## config.mk

```make
export PLATFORM = sky130hd
export DESIGN_NAME = shift_register_piso
export DESIGN_NICKNAME = d
export VERILOG_FILES = /design/src/rtl/shift_register_piso.sv
export SDC_FILE = /design/constraint.sdc
export NUM_CORES = 1
export LEC_CHECK = 0
export ABC_AREA = 1
export ABC_CLOCK_PERIOD_IN_PS = 2800
export CAP_MARGIN = 20
export CORE_AREA = 4 4 41 43
export DETAILED_ROUTE_END_ITERATION = 8
export DIE_AREA = 0 0 45 47
export PLACE_DENSITY_LB_ADDON = 0.05
export SYNTH_ARGS = -nofsm -noshare
export SYNTH_HDL_FRONTEND = slang
export SYNTH_SLANG_ARGS = --single-unit
export TNS_END_PERCENT = 100
```

## constraint.sdc

```tcl
create_clock -name Clk -period 2.8 [get_ports Clk]
set_clock_uncertainty 0.1 [all_clocks]
set_input_delay 0.56 -clock Clk [delete_from_list [all_inputs] [get_ports Clk]]
set_output_delay 0.56 -clock Clk [all_outputs]
set_load 0.005 [all_outputs]
```

## src/rtl/shift_register_piso.sv

```systemverilog
// LSB-first parallel-in/serial-out transmitter with Load/Ready handshake, Frame and Done.
// Optional even-parity trailer bit when SHIFT_REGISTER_PISO_PARITY_EN is defined.
module shift_register_piso #(
  parameter int unsigned WIDTH = 4
) (
  input  logic             Clk,
  input  logic             Rst,
  input  logic [WIDTH-1:0] D,
  input  logic             Load,
  output logic             Ready,
  output logic             Out,
  output logic             Frame,
  output logic             Done
);

  localparam int unsigned CNT_W = (WIDTH > 1) ? $clog2(WIDTH) : 1;
  localparam logic [CNT_W-1:0] LAST = CNT_W'(WIDTH - 1);

`ifdef SHIFT_REGISTER_PISO_PARITY_EN
  typedef enum logic [1:0] {IDLE = 2'd0, SHIFT = 2'd1, PARITY = 2'd2} state_e;
`else
  typedef enum logic [1:0] {IDLE = 2'd0, SHIFT = 2'd1} state_e;
`endif

  state_e           state_q, state_d;
  logic [WIDTH-1:0] shreg_q, shreg_d;
  logic [CNT_W-1:0] cnt_q, cnt_d;
  logic             out_q, out_d;
  logic             frame_q, frame_d;
  logic             done_q, done_d;
  logic             accept;
`ifdef SHIFT_REGISTER_PISO_PARITY_EN
  logic             par_q, par_d;
`endif

  // Ready is combinational so a load can chain onto the final bit slot without a gap.
`ifdef SHIFT_REGISTER_PISO_PARITY_EN
  assign Ready = !Rst && ((state_q == IDLE) || (state_q == PARITY));
`else
  assign Ready = !Rst && ((state_q == IDLE) || ((state_q == SHIFT) && (cnt_q == LAST)));
`endif

  assign Out   = out_q;
  assign Frame = frame_q;
  assign Done  = done_q;

  always_ff @(posedge Clk) begin
    if (Rst) begin
      state_q <= IDLE;
      shreg_q <= '0;
      cnt_q   <= '0;
      out_q   <= 1'b0;
      frame_q <= 1'b0;
      done_q  <= 1'b0;
`ifdef SHIFT_REGISTER_PISO_PARITY_EN
      par_q   <= 1'b0;
`endif
    end else begin
      state_q <= state_d;
      shreg_q <= shreg_d;
      cnt_q   <= cnt_d;
      out_q   <= out_d;
      frame_q <= frame_d;
      done_q  <= done_d;
`ifdef SHIFT_REGISTER_PISO_PARITY_EN
      par_q   <= par_d;
`endif
    end
  end

  // Next state; Out/Frame are derived from the next state so they are registered.
  always_comb begin
    state_d = state_q;
    shreg_d = shreg_q;
    cnt_d   = cnt_q;
    done_d  = 1'b0;
    accept  = 1'b0;
    out_d   = 1'b0;
    frame_d = 1'b0;
`ifdef SHIFT_REGISTER_PISO_PARITY_EN
    par_d   = par_q;
`endif

    case (state_q)
      IDLE: accept = Load;
      SHIFT: begin
        if (cnt_q == LAST) begin
`ifdef SHIFT_REGISTER_PISO_PARITY_EN
          state_d = PARITY;
`else
          done_d = 1'b1;
          accept = Load;
          if (!Load) state_d = IDLE;
`endif
        end else begin
          shreg_d = shreg_q >> 1;
          cnt_d   = cnt_q + CNT_W'(1);
        end
      end
`ifdef SHIFT_REGISTER_PISO_PARITY_EN
      PARITY: begin
        done_d = 1'b1;
        accept = Load;
        if (!Load) state_d = IDLE;
      end
`endif
      default: state_d = IDLE;
    endcase

    if (accept) begin
      shreg_d = D;
      cnt_d   = '0;
      state_d = SHIFT;
`ifdef SHIFT_REGISTER_PISO_PARITY_EN
      par_d   = ^D;
`endif
    end

    frame_d = (state_d != IDLE);
    out_d   = (state_d == SHIFT) && shreg_d[0];
`ifdef SHIFT_REGISTER_PISO_PARITY_EN
    if (state_d == PARITY) out_d = par_d;
`endif
  end

endmodule

```

==> results of run 1 <==
metrics by stage:
stage                     cell area [sq um]  util, %
after floorplan                       558.0        -
after global placement                676.9    52.02
after detailed placement              676.9    52.02
after CTS                             703.2    54.04
after global routing                  703.2    54.04
final                                 703.2    54.04
tightest hold or removal path: stages (launching register included):
cell     delay, ns
dfxtp_1       0.32
nand3_2       0.07
a21oi_2       0.04
synthesized netlist by cell type (all sizes together):
cell type  instances  area share [%]
a211oi             1             1.3
a21oi              3             3.4
conb               1            0.67
dfxtp             11              39
ha                 2             4.5
inv               10             6.7
nand2             22              20
nand3              9             9.0
nor2              12              11
nor3               1            0.90
o21ai              1            0.90
or2                2             2.2
cell families after synthesis:
kind of cell             after synthesis  share of synthesized area, %
adder cells (fa/ha/maj)                2                         4.484
buffers and inverters                 10                         6.727
AO/OA/AOI/OAI                          5                         5.605
AND/OR/NAND/NOR                       46                         43.05
flip-flops                            11                         39.46
other                                  1                        0.6720
how the worst max path moves through the flow:
stage / startpoint / cells after the start / slack [ns] / endpoint
5_1_grt: Rst / 3 / 0.24 / Ready
2_1_floorplan: cnt_q[0]$_SDFFE_PP0P_ / 3 / 1.29 / Ready
3_5_place_dp: Rst / 3 / 0.35 / Ready
6_report: Rst / 3 / 0.35 / Ready
4_1_cts: Rst / 3 / 0.35 / Ready
3_3_place_gp: Rst / 3 / 0.34 / Ready
per-layer routing:
metal / track usage [%] / wire (um) / up-vias
li1: - / - / 262
met1: 14.75 / 486 / 201
met2: 17.51 / 446 / 8
met3: 3.831 / 62 / 2
met4: 8.772 / 12 / 0
met5: 0 / 0 / -
power by group:
part	internal, mW	switching [mW]	total, mW
sequential	0.164	0.00573	0.170
clock	0.0551	0.0543	0.109
combinational	0.0236	0.0258	0.0494
total	0.243	0.0858	0.329
sequential cells by signal (all words and copies together) (netlist names):
register and flops:
Done 1, Frame 1, Out 1, cnt_q 2, shreg_q 4, state_q 2
layout make-up:
cell class | count | area, sq um
well taps | 15 | 18.77
fillers | 141 | 598.1
inverters | 10 | 37.54
multi-input cells | 54 | 300.3
repair buffers | 10 | 100.1
flip-flops and latches | 11 | 220.2
clock buffers | 4 | 26.28
==> summary.md, run 1 <==
| Metric | Value |
|---|---|
| Clock Latency Late Sink | `0.26 ns` |
| First-pass GRT wire length | `1.745 mm` |
| Initial antenna violation count | `0` |
| Commonest non-fill, non-tap cell in the layout | `nand2_1` |
| P&R area growth vs syn | `26.01%` |
| H-tree depth | `1` |
| Syn avg cell area | `7.440 sq um` |
| Number of buffers created by CTS | `3` |
| Vias after detailed routing | `473` |
| Clock-pin slew on the worst setup and hold paths | `0.07 ns` |
| Die area | `2115 sq um` |
| DRC viols | `0` |
| WS Path Type | `input port to output pin` |
| Delay-heaviest family, CP | `buffers and inverters` |
| Largest net degree at the start of global routing | `10` |
| Cell area power density | `467.4 nW/um^2` |
| Final Critical Period | `2.445 ns` |
| Final setup margin | `0.3549 ns` |
| Worst R2R Start | `cnt_q[0]$_SDFFE_PP0P_` |
| Crit path max fanout | `5` |
| Port Buffers | `10` |
| Final GP Congestion | `0.7938` |
| CTS tree | `done` |
| Seq cells post-synth | `11` |
| Arrival time worst endpoint | `1.79 ns` |
| Clock Sinks | `11` |
| Most frequent cells in the layout | `17 x nand2_1, 11 x dfxtp_1, 10 x clkdlybuf4s50_1` |
| Cts hold-fix bufs | `0` |
| Vias in the first global route | `430` |
| Worst path max stage delay | `0.54 ns` |
| Register area share after synthesis | `39.46%` |
| Status | `finished, final reports clean` |
| Setup TNS | `0 ns` |
| Critical R2R Capture | `shreg_q[0]$_SDFF_PP0_` |
| Placeable Area | `1301 sq um` |
| DP HPWL | `787.3 um` |
| Die Y | `47 um` |
| RSZ-0062 raised after global routing | `no` |
| Unique masters post-synth | `20` |
| FP Rows | `13` |
| Crit. End Element | `output pin` |
| Final WL | `1.007 mm` |
| DR vias/cell | `4.548` |
| Final total power | `0.3287 mW` |
| Share of cells above drive strength 1 | `17.98%` |
| Setup Fix Bufs, Post-CTS | `0` |
| Width of the chip | `45 um` |
| HP Class | `flop to flop` |
| WP data required | `2.14 ns` |
| Fin. max-slew vios | `0` |
| Syn Std Cell Area | `558.0 sq um` |
| First-pass detailed-route iteration total | `4` |
| Syn_nets | `84` |
| Num ports | `11` |
| Leak pwr | `0.2966 nW` |
| Initial core utilization | `42.88%` |
| Slowest-stage cell, CP | `clkdlybuf4s50_1` |
| R2R depth | `7` |
| FMAX | `409.0 MHz` |
| Final ANT Viol Nets | `0` |
| Finished Layout Cells | `104` |
| WP buf/inv | `2` |
| CP most frequent cell | `clkdlybuf4s50_1` |
| Fin. Hold Viols | `0` |
| Post-Place Worst Slack | `0.3491 ns` |
| CTS Buffer Depth | `2` |
| CP cell instances | `clkdlybuf4s50_1 > a211oi_1 > clkdlybuf4s50_1` |
| Hold WS | `0.3789 ns` |
| Hold path cells | `2` |
| Tcrit/Tclk final | `87.32%` |
| Worst reg2reg setup slack | `1.34 ns` |
| Worst vdd ir | `265.6 uV` |
| Drt initial violations | `6` |
| Grt total ovfl | `0` |
| Min-delay src | `shreg_q[3]$_SDFFE_PP0P_` |
| WL per Instance | `9.683 um` |
| Hold endpoint | `shreg_q[3]$_SDFFE_PP0P_` |
| Number of nets in the layout | `99` |
| Root buf cell | `clkbuf_4` |
| Synth Warn # | `0` |
| Diodes inserted | `0` |
| Startpoint type of the worst setup path | `input port` |
| Tot GR Track Use | `11.98%` |
| Placed Cells | `100` |
| # setup viols final | `0` |
| Syn Inst Count | `75` |
| PostCTS Resize Cnt | `0` |
| Maxcap violations | `0` |
(Power assumes the default switching activity.)
==> inputs of run 2 (changes only) <==
--- a/config.mk
+++ b/config.mk
@@ -11,7 +11,7 @@
 export CORE_AREA = 4 4 41 43
 export DETAILED_ROUTE_END_ITERATION = 8
 export DIE_AREA = 0 0 45 47
-export PLACE_DENSITY_LB_ADDON = 0.05
+export PLACE_DENSITY = 0.79
 export SYNTH_ARGS = -nofsm -noshare
 export SYNTH_HDL_FRONTEND = slang
 export SYNTH_SLANG_ARGS = --single-unit
==> run 2 against run 1 <==
Highest routed layer unchanged. Critical endpoint unchanged. Maximum frequency down 1.9%. Wire length grew 0.70%. Via count increased by 4.7%. Largest power group unchanged. Flip-flop and latch count stayed put. Cell area is the same. Final cell count unchanged. Core utilization is the same.
==> summary.md, run 2 (same netlist as run 1, synthesis figures left out) <==
| Metric | Value |
|---|---|
| FP Rows | `13 (unchanged)` |
| Num ports | `11 (unchanged)` |
| Initial core utilization | `42.88% (unchanged)` |
| Min-delay src | `shreg_q[3]$_SDFFE_PP0P_` |
| Final GP Congestion | `0.8763 (+10%)` |
| Final WL | `1.014 mm (+0.70%)` |
| WS Path Type | `input port to output pin` |
| DR vias/cell | `4.760 (+4.7%)` |
| Vias after detailed routing | `495 (+4.7%)` |
| Finished layout cell area | `703.2 sq um (unchanged)` |
| Vias in the first global route | `443 (+3.0%)` |
| DRC viols | `0 (unchanged)` |
| FMAX | `401.4 MHz (-1.9%)` |
| Most frequent cells in the layout | `17 x nand2_1, 11 x dfxtp_1, 10 x clkdlybuf4s50_1` |
| H-tree depth | `1 (unchanged)` |
| Leak pwr | `0.2966 nW (unchanged)` |
| Drt initial violations | `8 (+2)` |
| Width of the chip | `45 um (unchanged)` |
| First-pass detailed-route iteration total | `4 (unchanged)` |
| Die Y | `47 um (unchanged)` |
| Fin. max-slew vios | `0 (unchanged)` |
| Fill count | `142 (+0.71%)` |
| CTS Buffer Depth | `2 (unchanged)` |
| Placed cell area | `676.9 sq um (unchanged)` |
| # setup viols final | `0 (unchanged)` |
| Cts hold-fix bufs | `0 (unchanged)` |
| Setup TNS | `0 ns (unchanged)` |
| Crit path max fanout | `5 (unchanged)` |
| Critical R2R Capture | `shreg_q[0]$_SDFF_PP0_` |
| Max reg flops | `4 (unchanged)` |
| Share of cells above drive strength 1 | `17.98% (unchanged)` |
| RSZ-0062 raised after global routing | `no` |
| Setup Fix Bufs, Post-CTS | `0 (unchanged)` |
| Initial antenna violation count | `0 (unchanged)` |
| First-pass GRT wire length | `1.745 mm (unchanged)` |
| Arrival time worst endpoint | `1.83 ns (+0.04 ns)` |
| Most flops, register | `shreg_q` |
| Fin. Hold Viols | `0 (unchanged)` |
| Grt total ovfl | `0 (unchanged)` |
| Hold endpoint | `shreg_q[3]$_SDFFE_PP0P_` |
| Hold path cells | `2 (unchanged)` |
| Worst R2R Start | `cnt_q[0]$_SDFFE_PP0P_` |
| Crit. End Element | `output pin` |
| Largest registers | `shreg_q: 4 flops, cnt_q: 2 flops, state_q: 2 flops` |
| WL per Instance | `9.750 um (+0.70%)` |
| Worst reg2reg setup slack | `1.33 ns (about the same)` |
| Commonest non-fill, non-tap cell in the layout | `nand2_1` |
| HP Class | `flop to flop` |
| Diodes inserted | `0 (unchanged)` |
| Worst vdd ir | `262.4 uV (-1.2%)` |
| Number of nets in the layout | `99 (unchanged)` |
| Placeable Area | `1301 sq um (unchanged)` |
| Status | `finished, final reports clean` |
| Tcrit/Tclk final | `88.98% (+1.7 points)` |
| Tot GR Track Use | `11.50% (-0.49 points)` |
| PostCTS Resize Cnt | `0 (unchanged)` |
| Number of buffers created by CTS | `3 (unchanged)` |
| Clock Latency Late Sink | `0.26 ns (about the same)` |
| Final Critical Period | `2.491 ns (+0.04622 ns)` |
| Die area | `2115 sq um (unchanged)` |
| Port Buffers | `10 (unchanged)` |
| DP HPWL | `856.5 um (+8.8%)` |
| Clock-pin slew on the worst setup and hold paths | `0.06 ns (about the same)` |
| Maxcap violations | `0 (unchanged)` |
| Clock Sinks | `11 (unchanged)` |
| Startpoint type of the worst setup path | `input port` |
| Final ANT Viol Nets | `0 (unchanged)` |
| Largest net degree at the start of global routing | `10 (unchanged)` |
| Post-Place Worst Slack | `0.3009 ns (-0.04820 ns)` |
| Cell area power density | `457.4 nW/um^2 (-2.1%)` |
| CTS tree | `done` |
| WP data required | `2.14 ns (about the same)` |
| P&R area growth vs syn | `26.01% (unchanged)` |
| Root buf cell | `clkbuf_4` |
| Final setup margin | `0.3087 ns (-0.04622 ns)` |
| R2R depth | `7 (unchanged)` |
[run 2: cell counts in the layout (fill, tap and decap cells not counted)]
No cell type changed its count.
[run 2: worst max path at each step]
stage	slack, ns	depth (start not counted)	startpoint	endpoint
final	0.31	3	Rst	Ready
after global routing	0.24	3	Rst	Ready
after CTS	0.30	3	Rst	Ready
after detailed placement	0.30	3	Rst	Ready
after global placement	0.36	3	Rst	Ready
after floorplan	1.29	3	cnt_q[0]$_SDFFE_PP0P_	Ready
[run 2: power by group]
group	total (mW)	internal, mW	switching [mW]	leakage (nW)
combinational	0.0493	0.0236	0.0257	0.191
sequential	0.170	0.164	0.00563	0.0902
clock	0.102	0.0551	0.0474	0.0150
total	0.322	0.243	0.0787	0.297
[run 2: metal layers]
| metal | GRT usage [%] | vias to the layer above | wire length (um) |
|---|---|---|---|
| li1 | - | 259 | - |
| met1 | 12.41 | 219 | 429 |
| met2 | 20.62 | 12 | 504 |
| met3 | 2.299 | 5 | 53 |
| met4 | 7.018 | 0 | 27 |
| met5 | 0 | - | 0 |
[run 2: area by class of cell]
class	instances	area (sq um)	share of cell area [%]
Clock buffer	4	26.28	3.737
Inverter	10	37.54	5.338
Multi-Input combinational cell	54	300.3	42.70
Sequential cell	11	220.2	31.32
Tap cell	15	18.77	2.669
Timing Repair Buffer	10	100.1	14.23
[run 2: metrics by stage]
stage	cells	hold WS, ns	power (mW)	util, %
finish	104	0.3841	0.3216	54.04
global route	104	0.4147	0.3420	54.04
CTS	104	0.3879	0.3265	54.04
detailed placement	100	0.3774	0.2234	52.02
global placement	100	0.3669	0.2224	52.02
floorplan	75	0.3449	0.2035	-
[run 2: critical path, stage by stage]
cell and delay [ns]:
clkdlybuf4s50_1 0.51, a211oi_1 0.22, clkdlybuf4s50_1 0.54
==> inputs of run 3 (changes only) <==
--- a/config.mk
+++ b/config.mk
@@ -6,7 +6,6 @@
 export NUM_CORES = 1
 export LEC_CHECK = 0
 export ABC_AREA = 1
-export ABC_CLOCK_PERIOD_IN_PS = 2800
 export CAP_MARGIN = 20
 export CORE_AREA = 4 4 41 43
 export DETAILED_ROUTE_END_ITERATION = 8
==> constraint.sdc (replaced) <==
create_clock -name Clk -period 2.77 [get_ports Clk]
set_clock_uncertainty 0.1 [all_clocks]
set_input_delay 0.554 -clock Clk [delete_from_list [all_inputs] [get_ports Clk]]
set_output_delay 0.554 -clock Clk [all_outputs]
set_load 0.005 [all_outputs]
==> results of run 3 <==
The final DEF is identical to that of run 2. Status: finished, final reports clean.
Main changes from that run: final weighted congestion in routability-driven placement 0.8763 -> 0.8761; setup slack after placement 0.3009 ns -> 0.2829 ns; setup slack after layout 0.3087 ns -> 0.2907 ns; register-to-register setup slack 1.33 ns -> 1.30 ns; total power 0.3216 mW -> 0.3251 mW; worst IR drop on VDD 262.4 uV -> 265.2 uV
